[config.mk]
export PLATFORM = sky130hd
export DESIGN_NAME = loss_error
export DESIGN_NICKNAME = d
export VERILOG_FILES = /design/src/rtl/loss_error.sv
export SDC_FILE = /design/constraint.sdc
export NUM_CORES = 1
export LEC_CHECK = 0
export ABC_AREA = 1
export CAP_MARGIN = 15
export CORE_UTILIZATION = 40
export CTS_CLUSTER_SIZE = 8
export DETAILED_ROUTE_END_ITERATION = 16
export PLACE_DENSITY = 0.87
export SKIP_LAST_GASP = 1
export SLEW_MARGIN = 20
export SYNTH_ARGS = -nofsm -noshare
export SYNTH_HDL_FRONTEND = slang
export SYNTH_SLANG_ARGS = --single-unit
[constraint.sdc]
create_clock -name clk -period 3.64 [get_ports clk]
set_input_delay 0.728 -clock clk [delete_from_list [all_inputs] [get_ports clk]]
set_output_delay 0.728 -clock clk [all_outputs]
set_load 0.01 [all_outputs]
[src/rtl/loss_error.sv]
// loss_error
//   Error-generation stage of the perceptron training loop. Pairs one result
//   sample (res_*) with one target sample (tgt_*). The stage then returns
//   ((tgt - res) <<< SHIFT) on the err_* stream. The result is saturated to
//   16-bit two's complement.
//
// Parameters
//   SHIFT     arithmetic left shift applied to the error, 0..8
//
// Ports
//   clk       clock, rising edge
//   rst       synchronous reset, active-low
//   en        global enable; 0 freezes all state and outputs
//   res_stb   result valid          res_dat  result value (unsigned 8)
//   res_rdy   result slot empty and accepting
//   tgt_stb   target valid          tgt_dat  target value (unsigned 8)
//   tgt_rdy   target slot empty and accepting
//   err_stb   error valid           err_dat  error (signed 16)
//   err_rdy   downstream accepts error
//   stat_clr  clear statistics counters
//   stat_smp  samples completed (wrapping)
//   stat_mis  samples with nonzero error (saturating)
//
// Configuration
//   LOSS_ERROR_STATS_EN  defined: statistics counters present.
//                        undefined: stat_* tied to 0 and stat_clr ignored.

module loss_error #(
    parameter int SHIFT = 0
) (
    input  logic        clk,
    input  logic        rst,
    input  logic        en,
    input  logic        res_stb,
    input  logic [7:0]  res_dat,
    output logic        res_rdy,
    input  logic        tgt_stb,
    input  logic [7:0]  tgt_dat,
    output logic        tgt_rdy,
    output logic        err_stb,
    output logic [15:0] err_dat,
    input  logic        err_rdy,
    input  logic        stat_clr,
    output logic [15:0] stat_smp,
    output logic [15:0] stat_mis
);

    localparam logic [1:0] FILL = 2'd0;
    localparam logic [1:0] CALC = 2'd1;
    localparam logic [1:0] SEND = 2'd2;

    logic [1:0]         state;
    logic               res_full;
    logic               tgt_full;
    logic [7:0]         res_q;
    logic [7:0]         tgt_q;
    logic               res_take;
    logic               tgt_take;
    logic               err_take;
    logic signed [8:0]  diff;
    logic [16:0]        wide;
    logic [15:0]        sat;

    // rst is folded in so both ready outputs are low during the reset cycle itself
    assign res_rdy  = rst & en & (state == FILL) & ~res_full;
    assign tgt_rdy  = rst & en & (state == FILL) & ~tgt_full;
    assign res_take = res_stb & res_rdy;
    assign tgt_take = tgt_stb & tgt_rdy;
    assign err_take = en & err_stb & err_rdy & (state == SEND);

    // 9-bit signed difference, sign-extended to 17 bits before shifting so
    // that the full shifted range (+/-65280) is representable before saturation
    always_comb begin
        diff = $signed({1'b0, tgt_q}) - $signed({1'b0, res_q});
        wide = {{8{diff[8]}}, diff} << SHIFT;
        if (wide[16] != wide[15]) begin
            sat = wide[16] ? 16'h8000 : 16'h7FFF;
        end else begin
            sat = wide[15:0];
        end
    end

    always_ff @(posedge clk) begin
        if (!rst) begin
            state    <= FILL;
            res_full <= 1'b0;
            tgt_full <= 1'b0;
            res_q    <= '0;
            tgt_q    <= '0;
            err_stb  <= 1'b0;
            err_dat  <= '0;
        end else if (en) begin
            if (res_take) begin
                res_q    <= res_dat;
                res_full <= 1'b1;
            end
            if (tgt_take) begin
                tgt_q    <= tgt_dat;
                tgt_full <= 1'b1;
            end
            case (state)
                FILL: if (res_full && tgt_full) state <= CALC;
                CALC: begin
                    err_dat <= sat;
                    err_stb <= 1'b1;
                    state   <= SEND;
                end
                SEND: if (err_take) begin
                    err_stb  <= 1'b0;
                    res_full <= 1'b0;
                    tgt_full <= 1'b0;
                    state    <= FILL;
                end
                default: state <= FILL;
            endcase
        end
    end

`ifdef LOSS_ERROR_STATS_EN
    logic [15:0] smp_q;
    logic [15:0] mis_q;

    always_ff @(posedge clk) begin
        if (!rst) begin
            smp_q <= '0;
            mis_q <= '0;
        end else if (en) begin
            if (stat_clr) begin
                smp_q <= '0;
                mis_q <= '0;
            end else if (err_take) begin
                smp_q <= smp_q + 16'd1;
                if (err_dat != 16'd0 && mis_q != 16'hFFFF) begin
                    mis_q <= mis_q + 16'd1;
                end
            end
        end
    end

    assign stat_smp = smp_q;
    assign stat_mis = mis_q;
`else
    logic unused_stat_clr;
    assign unused_stat_clr = stat_clr;
    assign stat_smp = '0;
    assign stat_mis = '0;
`endif

endmodule

==> run metrics, run 1 <==
vias per inst 4.39; dpl cells 311; later-pin clock latency in the skew report 0.29 ns; Max VDD drop 0.265 mV; htree depth 2; Routed Antenna Nets 0; Non-Filler Instances 319; mux contribution to synthesized area 0; Post-DP HPWL 2470 um; critical path arrival 2.16 ns; WS Path Type input port to output pin; Final setup viols 0; Worst Path Max Fanout 5; Tot Pwr 0.906 mW; cell count after synthesis 232; Final Hold Vio Count 0; core area 4090 um2; status finished clean; GRT overflow 0; share of cells above drive strength 1 0.0669; startpoint class of the critical path input port; CP Data Required Time 2.91 ns; Clock Path Buffers 2; FF+latch count, synth 30; routed wire length 3070 um; DRT Pass-1 Iters 4; CP Capture Type output pin; synth top area cells dfxtp_1 34%, buf_4 17%, nand2_1 7.8%; Synth top area share 0.345; Layout Nets 300; Placer Congestion 0.807; Filler cells 404; die area 4620 um2; Reg clk slew, reported paths 0.07 ns; YS warnings 0; Port Buffers 40; Most used DFF post-synth dfxtp_1; first-pass GRT wire length 5090 um; Multi-input gate area 826 um2; setup bufs post-CTS 0; library cells used by synthesis 29; async set-reset flop share out of synthesis 0; number of global-route vias before repair 1185; Chip Width 68.0 um; Leak 1.01 nW; via count 1400; xor/xnor share of the synthesized area 0.0151; clock network fraction of design power 0.461; DRC violations left 0; min-delay worst type flip-flop to flip-flop; CP most frequent cell clkdlybuf4s50_1; Routed WL per cell 9.61 um; clk root buf clkbuf_8; most frequent cell after synthesis buf_4; setup TNS 0 ns; Switching Share 0.237; largest net degree at the start of global routing 22; RSZ-0062 raised after global routing false; area delta synth->final 23.3%; power per cell area 422 nW/um2; quantity of hold-fixing buffers added after cts 0; Num CTS Buffers 5; row count 23; Slowest Stage Delay on Critical Path 0.57 ns; clk sinks 30; Peak Freq 0.347 GHz; EDFF count, synth 0; DR iter-0 viols 50; Storage cell area 601 um2; syn avg cell area 7.51 um2; period utilization 0.792; GRT Overall Usage 0.149; largest family of logic cells by synthesized area buffers and inverters; CP Cell Sequence clkdlybuf4s50_1 > nand3_2 > nor2_4 > clkdlybuf4s50_1; cell taking the most area after synthesis dfxtp_1; Seq pwr share 0.381; Starting Density 0.426; Final Util 0.526; Slew Viols, Final 0; I/O Pins 74; CP max-delay cell clkdlybuf4s50_1; synthesized area 1740 um2; initial antenna violation count 0; clock skew 0.00734 ns; # diodes 0; post-CTS sizing 0; Synth Area in Adders 0.0690; Die H 68.0 um; max-cap violations 0; Period minus WS final 2.88 ns; TritonCTS clock tree done; Int Pwr 0.692 mW; Compound-Gate Fraction of Synth Area 0.128; Post-Synth Simple-Gate Area 0.193; NetSw 0.215 mW; Combinational Power Share 0.158; post-synthesis sequential area ratio 0.345; top cells by count, synth 39 x buf_4, 36 x nand2_1, 30 x dfxtp_1
-- stage by stage --
step | hold WS [ns] | area [um2] | setup WS (ns)
finish | 0.452 | 2150 | 0.756
global route | 0.486 | 2150 | 0.684
CTS | 0.457 | 2150 | 0.761
detailed placement | 0.445 | 2010 | 0.761
global placement | 0.440 | 2010 | 0.792
floorplan | 0.434 | 1860 | 1.92
-- path summary, 6_finish.rpt --
path,startpoint,endpoint,slack [ns],depth (start not counted)
worst min register to register,err_dat[5],err_dat[5],0.45,2
worst max-delay path,en,res_rdy,0.76,4
worst min-delay path,err_dat[5],err_dat[5],0.45,2
worst max register to register,tgt_q[0],err_dat[8],1.81,9
-- layer usage --
metal,track usage,vias to the layer above,part of all wire
li1,-,732,-
met1,0.174,603,0.44
met2,0.234,59,0.47
met3,0.0500,6,0.067
met4,0.0885,0,0.023
met5,0,-,0
-- cell usage in the layout (no fill, tap or decap), types with 2 or more instances in the layout --
master	instances
a21oi_1	14
bufinv_16	2
clkdlybuf4s50_1	40
ha_1	8
clkbuf_8	6
o21ai_0	14
nor2_1	20
conb_1	32
dfxtp_1	30
nor2_4	2
nand2_1	36
inv_1	28
xor2_1	2
nand3_1	9
nand4_1	2
o21ai_1	10
-- sequential cells by signal, indices dropped and copies added, names as in the netlist --
name,flops
tgt_q,8
err_dat,9
tgt_full,1
state,2
res_q,8
res_full,1
err_stb,1
-- power groups by stage --
stage	registers (mW)	logic, mW	clock network [mW]
2_1_floorplan	0.351	0.126	0
3_3_place_gp	0.352	0.139	0
3_5_place_dp	0.352	0.143	0
4_1_cts	0.345	0.144	0.428
5_1_grt	0.346	0.165	0.443
6_report	0.345	0.144	0.418
-- critical path, delay by kind of cell --
family        cells  cell delay [ns]
buf+inv           2             1.12
simple gates      2             0.31
-- logic make-up after synthesis --
logic type / after synthesis
AO/OA/AOI/OAI: 42
XOR/XNOR: 3
adder cells (fa/ha/maj): 9
buffers and inverters: 72
flip-flops: 30
other: 1
AND/OR/NAND/NOR: 75
-- final cells by class --
class,instances,share of cell area
clock inverter,2,0.0280
timing repair buffer,41,0.190
inverter,29,0.0507
tap,50,0.0291
multi-input combinational,161,0.384
clock buffer,6,0.0384
sequential,30,0.280
Note: power is estimated with default switching activity, not from simulation.
==> run 2, diff against run 1 <==
- CORE_UTILIZATION: 40 -> 38
- clock period: 3.64 -> 2.5 ns (I/O delays scaled with it)
==> run 2 against run 1 <==
  * First-iteration DRC count shrank 18%
  * Register-to-register slack lost 1.1 ns
  * Via count is the same
  * Core utilization shrank 4.9 points
  * Worst hold slack gained 0.0035 ns
  * Highest routed layer unchanged
==> run metrics, run 2 (same netlist as run 1, synthesis figures left out) <==
WS Path Type input port to output pin; Largest regs err_dat (9), res_q (8), tgt_q (8); vias per inst 4.36 (-0.62%); Post-DP HPWL 2580 um (+4.7%); worst setup slack after layout 0.161 ns (-0.595 ns); GRT overflow 0 (unchanged); pre-CTS setup slack 0.154 ns (-0.607 ns); Tot Pwr 1.08 mW (+19%); Period minus WS final 2.34 ns; routed wire length 3270 um (+6.7%); status finished clean; clk root buf clkbuf_8; DRT Pass-1 Iters 4 (unchanged); max FFs per register 9 (unchanged); initial antenna violation count 0 (unchanged); max-cap violations 0 (unchanged); Final setup viols 0 (unchanged); setup bufs post-CTS 0 (unchanged); share of cells above drive strength 1 0.0595 (-0.00743); power per cell area 514 nW/um2 (+22%); DR iter-0 viols 41 (-18%); Final Util 0.477 (-0.0486); RSZ-0062 raised after global routing false; Final Hold Vio Count 0 (unchanged); htree depth 2 (unchanged); quantity of hold-fixing buffers added after cts 0 (unchanged); via count 1400 (unchanged); clock skew 0.00401 ns (-0.00333 ns); commonest cells after routing, fill and taps aside 40 x clkdlybuf4s50_1, 36 x nand2_1, 32 x conb_1, 30 x dfxtp_1, 28 x inv_1; GRT Overall Usage 0.143 (-0.00638); largest net degree at the start of global routing 22 (unchanged); CP Data Required Time 2.00 ns (-0.91 ns); Peak Freq 0.428 GHz; Starting Density 0.397 (-0.0289); Routed WL per cell 10.2 um (+6.0%); number of global-route vias before repair 1237 (+4.4%); Chip Width 69.7 um (+2.5%); dpl cells 314 (+0.96%); Num CTS Buffers 5 (unchanged); setup TNS 0 ns (unchanged); Die H 69.7 um (+2.5%); DRC violations left 0 (unchanged); Slew Viols, Final 0 (unchanged); I/O Pins 74 (unchanged); later-pin clock latency in the skew report 0.29 ns (about the same); startpoint class of the critical path input port; Worst Path Max Fanout 2 (-3); Leak 0.981 nW (-2.8%); Placer Congestion 0.807 (about the same); CP Capture Type output pin; core area 4380 um2 (+7.3%); Routed Antenna Nets 0 (unchanged); first-pass GRT wire length 5390 um (+6.0%); critical path arrival 1.84 ns (-0.32 ns); clk sinks 30 (unchanged); die area 4860 um2 (+5.1%); period utilization 0.936; min-delay worst type flip-flop to flip-flop; Port Buffers 40 (unchanged); hold slack 0.456 ns (+0.00347 ns); Layout Nets 301 (+0.33%); TritonCTS clock tree done; Post-DP Area 2020 um2 (+0.50%); Largest Register err_dat; commonest non-fill, non-tap cell in the layout clkdlybuf4s50_1; area delta synth->final 20.1%; # diodes 0 (unchanged); row count 24 (+4.3%); Non-Filler Instances 321 (+0.63%); Max VDD drop 0.316 mV (+19%); post-CTS sizing 0 (unchanged); Clock Path Buffers 2 (unchanged); Reg clk slew, reported paths 0.06 ns (about the same); final instance area 2090 um2 (-2.6%)
==> run 2: cell count changes in the layout (fill, tap and decap cells not counted) <==
cell | before | now
buf_4 | 1 | 2
bufinv_16 | 2 | 0
clkbuf_1 | 0 | 2
clkbuf_8 | 6 | 5
==> run 2: power breakdown <==
group / total, mW / switching, mW / internal (mW)
clock: 0.360 / 0.169 / 0.191
sequential: 0.503 / 0.00865 / 0.494
combinational: 0.213 / 0.123 / 0.0900
==> run 2: worst max-delay path, stage by stage <==
cell and delay [ns]:
clkdlybuf4s50_1 0.50, nand3_2 0.15, nor2_4 0.15, clkdlybuf4s50_1 0.54
==> run 2: worst paths after layout <==
path              startpoint         end  slack, ns  cells after the start
setup / recovery          en     res_rdy       0.16                      4
hold / removal      res_q[7]    res_q[7]       0.46                      2
setup reg to reg    tgt_q[0]  err_dat[8]       0.69                      9
hold reg to reg     res_q[7]    res_q[7]       0.46                      2
==> run 2: layout make-up <==
| cell class | instances | area, um2 |
|---|---|---|
| inverters | 29 | 109 |
| fillers | 456 | 2290 |
| flip-flops and latches | 30 | 601 |
| clock buffers | 7 | 76.3 |
| repair buffers | 42 | 415 |
| well taps | 52 | 65.1 |
| multi-input cells | 161 | 826 |
==> run 2: per-layer routing <==
layer  wire length (um)  track usage  share of wire  vias up
li1                   -            -              -      733
met3                202       0.0436          0.062        5
met1               1370        0.156           0.42      612
met4                 71       0.0733          0.022        0
met5                  0            0              0        -
met2               1630        0.247           0.50       50
